## src/rtl/scan_mux.sv

```systemverilog
// Registered N-channel multiplexer with manual select, round-robin auto-scan
// with programmable dwell, and a hold mode that freezes the output.
module scan_mux #(
    parameter int WIDTH    = 4,
    parameter int CHANNELS = 4,
    parameter int SEL_W    = 2,
    parameter int DWELL_W  = 8
) (
    input  logic                      clk,
    input  logic                      rst_n,
    input  logic [CHANNELS*WIDTH-1:0] in_bus,
    input  logic [SEL_W-1:0]          sel,
    input  logic [1:0]                mode,
    input  logic [DWELL_W-1:0]        dwell,
    output logic [WIDTH-1:0]          y,
    output logic [SEL_W-1:0]          cur_ch,
    output logic                      valid,
    output logic                      wrap,
    output logic                      sel_err
);

    typedef enum logic [1:0] {
        ST_MANUAL = 2'b00,
        ST_SCAN   = 2'b01,
        ST_HOLD   = 2'b10
    } state_t;

    localparam logic [SEL_W-1:0] LAST_CH  = SEL_W'(CHANNELS - 1);
    localparam logic [SEL_W:0]   CH_LIMIT = (SEL_W + 1)'(CHANNELS);

    state_t               state_q, state_d;
    logic [WIDTH-1:0]     y_q, y_d;
    logic [SEL_W-1:0]     cur_q, cur_d;
    logic                 valid_q, valid_d;
    logic                 wrap_q, wrap_d;
    logic                 err_q, err_d;
    logic [DWELL_W-1:0]   cnt_q, cnt_d;

    logic [DWELL_W-1:0]   dwellLast;
    logic [DWELL_W-1:0]   cntEff;
    logic                 stepNow;
    logic                 selOk;

    function automatic logic [WIDTH-1:0] pick(input logic [CHANNELS*WIDTH-1:0] bus,
                                              input logic [SEL_W-1:0]          ch);
        pick = '0;
        for (int k = 0; k < CHANNELS; k++) begin
            if (ch == SEL_W'(k)) pick = bus[k*WIDTH +: WIDTH];
        end
    endfunction

    always_ff @(posedge clk or negedge rst_n) begin
        if (!rst_n) state_q <= ST_MANUAL;
        else        state_q <= state_d;
    end

    // The mode input is the state; reserved encoding behaves as HOLD.
    always_comb begin
        state_d = ST_HOLD;
        unique case (mode)
            2'b00:   state_d = ST_MANUAL;
            2'b01:   state_d = ST_SCAN;
            default: state_d = ST_HOLD;
        endcase
    end

    // Counter restarts at zero whenever SCAN is entered from another state.
    assign dwellLast = (dwell == '0) ? '0 : dwell - DWELL_W'(1);
    assign cntEff    = (state_q == ST_SCAN) ? cnt_q : '0;
    assign stepNow   = (cntEff >= dwellLast);
    assign selOk     = ({1'b0, sel} < CH_LIMIT);

    always_comb begin
        y_d     = y_q;
        cur_d   = cur_q;
        valid_d = valid_q;
        wrap_d  = 1'b0;
        err_d   = 1'b0;
        cnt_d   = cnt_q;
        unique case (state_d)
            ST_MANUAL: begin
                cnt_d = '0;
                if (selOk) begin
                    cur_d   = sel;
                    y_d     = pick(in_bus, sel);
                    valid_d = 1'b1;
                end else begin
                    err_d = 1'b1;
                end
            end
            ST_SCAN: begin
                y_d     = pick(in_bus, cur_q);
                valid_d = 1'b1;
                if (stepNow) begin
                    cnt_d  = '0;
                    cur_d  = (cur_q == LAST_CH) ? '0 : cur_q + SEL_W'(1);
                    wrap_d = (cur_q == LAST_CH);
                end else begin
                    cnt_d = cntEff + DWELL_W'(1);
                end
            end
            default: begin
            end
        endcase
    end

    always_ff @(posedge clk or negedge rst_n) begin
        if (!rst_n) begin
            y_q     <= '0;
            cur_q   <= '0;
            valid_q <= 1'b0;
            wrap_q  <= 1'b0;
            err_q   <= 1'b0;
            cnt_q   <= '0;
        end else begin
            y_q     <= y_d;
            cur_q   <= cur_d;
            valid_q <= valid_d;
            wrap_q  <= wrap_d;
            err_q   <= err_d;
            cnt_q   <= cnt_d;
        end
    end

    assign y       = y_q;
    assign cur_ch  = cur_q;
    assign valid   = valid_q;
    assign wrap    = wrap_q;
    assign sel_err = err_q;

endmodule

```

## config.mk

```make
export PLATFORM = sky130hd
export DESIGN_NAME = scan_mux
export DESIGN_NICKNAME = d
export VERILOG_FILES = /design/src/rtl/scan_mux.sv
export SDC_FILE = /design/constraint.sdc
export NUM_CORES = 1
export LEC_CHECK = 0
export CAP_MARGIN = 5
export CORE_ASPECT_RATIO = 0.75
export CORE_MARGIN = 10
export CORE_UTILIZATION = 39
export DETAILED_ROUTE_END_ITERATION = 10
export PLACE_DENSITY = 0.66
export SLEW_MARGIN = 20
export SYNTH_ARGS = -nofsm -noshare
export SYNTH_HDL_FRONTEND = slang
export SYNTH_SLANG_ARGS = --single-unit
```

## constraint.sdc

```tcl
create_clock -name clk -period 3.45 [get_ports clk]
set_input_delay 1.035 -clock clk [delete_from_list [all_inputs] [get_ports clk]]
set_output_delay 1.035 -clock clk [all_outputs]
set_load 0.01 [all_outputs]
```

==> impl_metrics.sql <==
INSERT INTO impl_metrics (metric_group, metric, value, unit) VALUES
('routing', 'route.detailed.drc', '0', ''),
('routing', 'drt-pass1-iter-count', '4', ''),
('routing', 'post_drt_wl_per_cell', '16.9', 'µm'),
('grt', 'grt_pass1_vias', '1532', ''),
('clock_network', 'cts.clk_slew.worst_paths', '0.07', 'ns'),
('synthesis', 'post-synth-top-area-cell', 'dfrtp_1', ''),
('pwr', 'switchingPower', '0.179', 'mW'),
('final_layout', 'diodes', '0', ''),
('run_status', 'status', 'complete, no violations', ''),
('synthesis', 'total_nets_after_synthesis', '215', ''),
('critical_path', 'critical_path.cell_chain', 'buf_2 > inv_2 > ha_4 > nor2b_4 > nand3b_1 > or3_4 > buf_6 > buf_4 > nand2_2 > ha_4 > o21a_1 > o211ai_1 > o211ai_2 > buf_6 > o21bai_1 > a21o_1', ''),
('synthesis', 'synth.most_common_cell', 'nand2_1', ''),
('clock_network', 'cts_hold_buf', '0', ''),
('synthesis', 'netlist-cell-type-count', '45', ''),
('die', 'ioPinCount', '39', ''),
('critical_path', 'slowest_delay', '0.36', 'ns'),
('routing', 'antenna_violating_nets_post_route', '0', ''),
('die', 'floorplan.initialDensity', '41.3', '%'),
('final_layout', 'finalNetCount', '266', ''),
('pwr', 'swShare', '30.0', '%'),
('synthesis', 'synthDominantCellAreaShare', '29.0', '%'),
('synthesis', 'ys_async_sr_fraction', '100', '%'),
('sta', 'timing.final.setup_violations', '0', ''),
('synthesis', 'synth_enable_flop_cells', '0', ''),
('critical_path', 'worst-r2r-setup-slack', '0.97', 'ns'),
('final_layout', 'final_util', '59.2', '%'),
('sta', 'timing.slew.headroom', '44.1', '%'),
('grt', 'grt.overflow.total', '0', ''),
('sta', 'finalHoldViolations', '0', ''),
('pwr', 'power.share.combinational', '35.2', '%'),
('synthesis', 'netlist_area', '1550', 'µm²'),
('sta', 'rsz_0062_raised_after_global_routing', 'false', ''),
('die', 'die-height', '74.6', 'µm'),
('grt', 'antenna_found_initial', '0', ''),
('worst_hold_path', 'hold_path.startpoint', 'valid', ''),
('sta', 'worst_slew_pin_slew', '0.836', 'ns'),
('routing', 'drt_first_iter_violations', '147', ''),
('clock_network', 'insertion_delay', '0.25', 'ns'),
('worst_hold_path', 'worstHoldPathType', 'flop to flop', ''),
('sta', 'fmaxAchievable', '0.300', 'GHz'),
('critical_path', 'cp_num_buf_inv', '5', ''),
('clock_network', 'tritoncts.num_buffers', '3', ''),
('critical_path', 'critPathCaptureType', 'flop', ''),
('critical_path', 'path_class', 'input pin to flop', ''),
('routing', 'wirelength', '4.60', 'mm'),
('synthesis', 'yosys_register_bits', '18', ''),
('grt', 'global_route.usage.total', '13.7', '%'),
('critical_path', 'critPathArrivalTime', '3.54', 'ns'),
('pwr', 'clock_power_share', '24.8', '%'),
('synthesis', 'yosysSeqAreaShare', '29.0', '%'),
('critical_path', 'crit_family', 'compound AO/OA/AOI/OAI gates', ''),
('grt', 'grt_first_pass_wirelength', '7.66', 'mm'),
('final_layout', 'layout-area-overhead-vs-synth', '43.4', '%'),
('pwr', 'worst_ir_drop_vdd', '0.211', 'mV'),
('placed_design', 'gpl.final_weighted_congestion', '0.849', ''),
('pwr', 'p_total', '0.596', 'mW'),
('critical_path', 'crit_start_category', 'input pin', ''),
('sta', 'final_max_slew_viol_count', '0', ''),
('synthesis', 'yosysWarnings', '0', ''),
('placed_design', 'place_hpwl', '3.62', 'mm'),
('pwr', 'seq_power_share', '39.9', '%'),
('pwr', 'power_density', '268', 'nW/µm²'),
('critical_path', 'worstReg2RegStart', 'state_q[1]', ''),
('critical_path', 'worstPathMaxFanout', '5', ''),
('final_layout', 'fillerInstances', '334', ''),
('synthesis', 'synth_top_cells_by_area', 'dfrtp_1 (29%), ha_1 (11%), mux4_2 (5.8%), nand2_1 (5.3%), nor2b_1 (3.2%)', ''),
('routing', 'vias', '1485', ''),
('synthesis', 'synth_cells', '171', ''),
('synthesis', 'synthFlopType', 'dfrtp_1', ''),
('sta', 'finalCritPeriodShare', '96.8', '%'),
('critical_path', 'r2r.worst_path.cells', '9', '');
[stage by stage]
step           hold WS (ns)  cells  area, µm²  setup TNS, ns  setup WS [ns]
2_1_floorplan         0.456    171       1560              0         0.0357
3_3_place_gp          0.451    265       2060          -3.75         -0.398
3_5_place_dp          0.473    265       2060          -5.45         -0.559
4_1_cts               0.492    272       2200              0        0.00268
5_1_grt               0.499    272       2220              0        0.00974
6_report              0.480    272       2220              0          0.111
[layer usage]
metal	part of all wire, %	wire (µm)	vias to the layer above	GRT usage, %
met5	0	0	-	0
met4	0.83	38	0	2.39
met3	4.5	206	6	3.18
met2	51	2330	42	24.7
met1	44	2030	717	16.6
li1	-	-	720	-
[timing repair]
item,CTS,global route
gates resized for setup,24,11
pin swaps,13,14
endpoints found under the setup margin,11,11
setup buffers,4,1
[power by group through the flow]
stage | logic, mW | registers, mW | clock network [mW]
6_report | 0.210 | 0.238 | 0.148
5_1_grt | 0.235 | 0.240 | 0.161
4_1_cts | 0.208 | 0.238 | 0.151
3_5_place_dp | 0.202 | 0.242 | 0
3_3_place_gp | 0.196 | 0.241 | 0
2_1_floorplan | 0.0998 | 0.245 | 0
[worst reg2reg max path, cell delays in order, from the launching register on]
cell	delay, ns
dfrtp_1	0.38
nor2b_1	0.38
nand2_1	0.22
ha_4	0.27
nand2b_4	0.14
a2111oi_4	0.46
o211ai_2	0.14
buf_6	0.16
o21bai_1	0.15
a21o_1	0.13
[sequential cells by signal, summed over array words and instances, names as in the netlist]
| signal | flops |
|---|---|
| state_q | 2 |
| wrap | 1 |
| cnt_q | 8 |
| y | 4 |
| cur_ch | 2 |
| valid | 1 |
[logic make-up after synthesis]
group | synth area share (%)
AOI/OAI and AO/OA | 21.6
adders and majority gates | 11.3
other | 0.242
buffers and inverters | 4.11
DFF | 29.0
and+or+nand+nor | 23.6
muxes | 7.82
xor gates and xnor gates | 2.26
[cell type report]
| type | count | area, µm² | area share, % |
|---|---|---|---|
| multi-input combinational | 137 | 1150 | 51.6 |
| timing repair buffer | 54 | 490 | 22.0 |
| sequential | 18 | 450 | 20.2 |
| tap | 52 | 65.1 | 2.92 |
| clock buffer | 3 | 41.3 | 1.86 |
| inverter | 8 | 30.0 | 1.35 |
[cell usage in the layout, fill, tap and decap left out, types with 6 or more instances in the layout]
master	count
nor2b_1	7
ha_1	10
buf_4	15
and2_1	6
nor2_1	7
o21ai_0	8
dfrtp_1	18
clkdlybuf4s50_1	31
inv_1	6
nand2_1	20
[how the worst max path moves through the flow]
stage | end | depth (start not counted) | slack, ns
after floorplan | cnt_q[7] | 12 | 0.04
after global placement | cur_ch[1] | 13 | -0.40
after detailed placement | cnt_q[6] | 13 | -0.56
after CTS | cnt_q[6] | 14 | 0.003
after global routing | cnt_q[5] | 15 | 0.01
final | cnt_q[5] | 16 | 0.11
No activity file was read; power rests on OpenSTA's default activity.
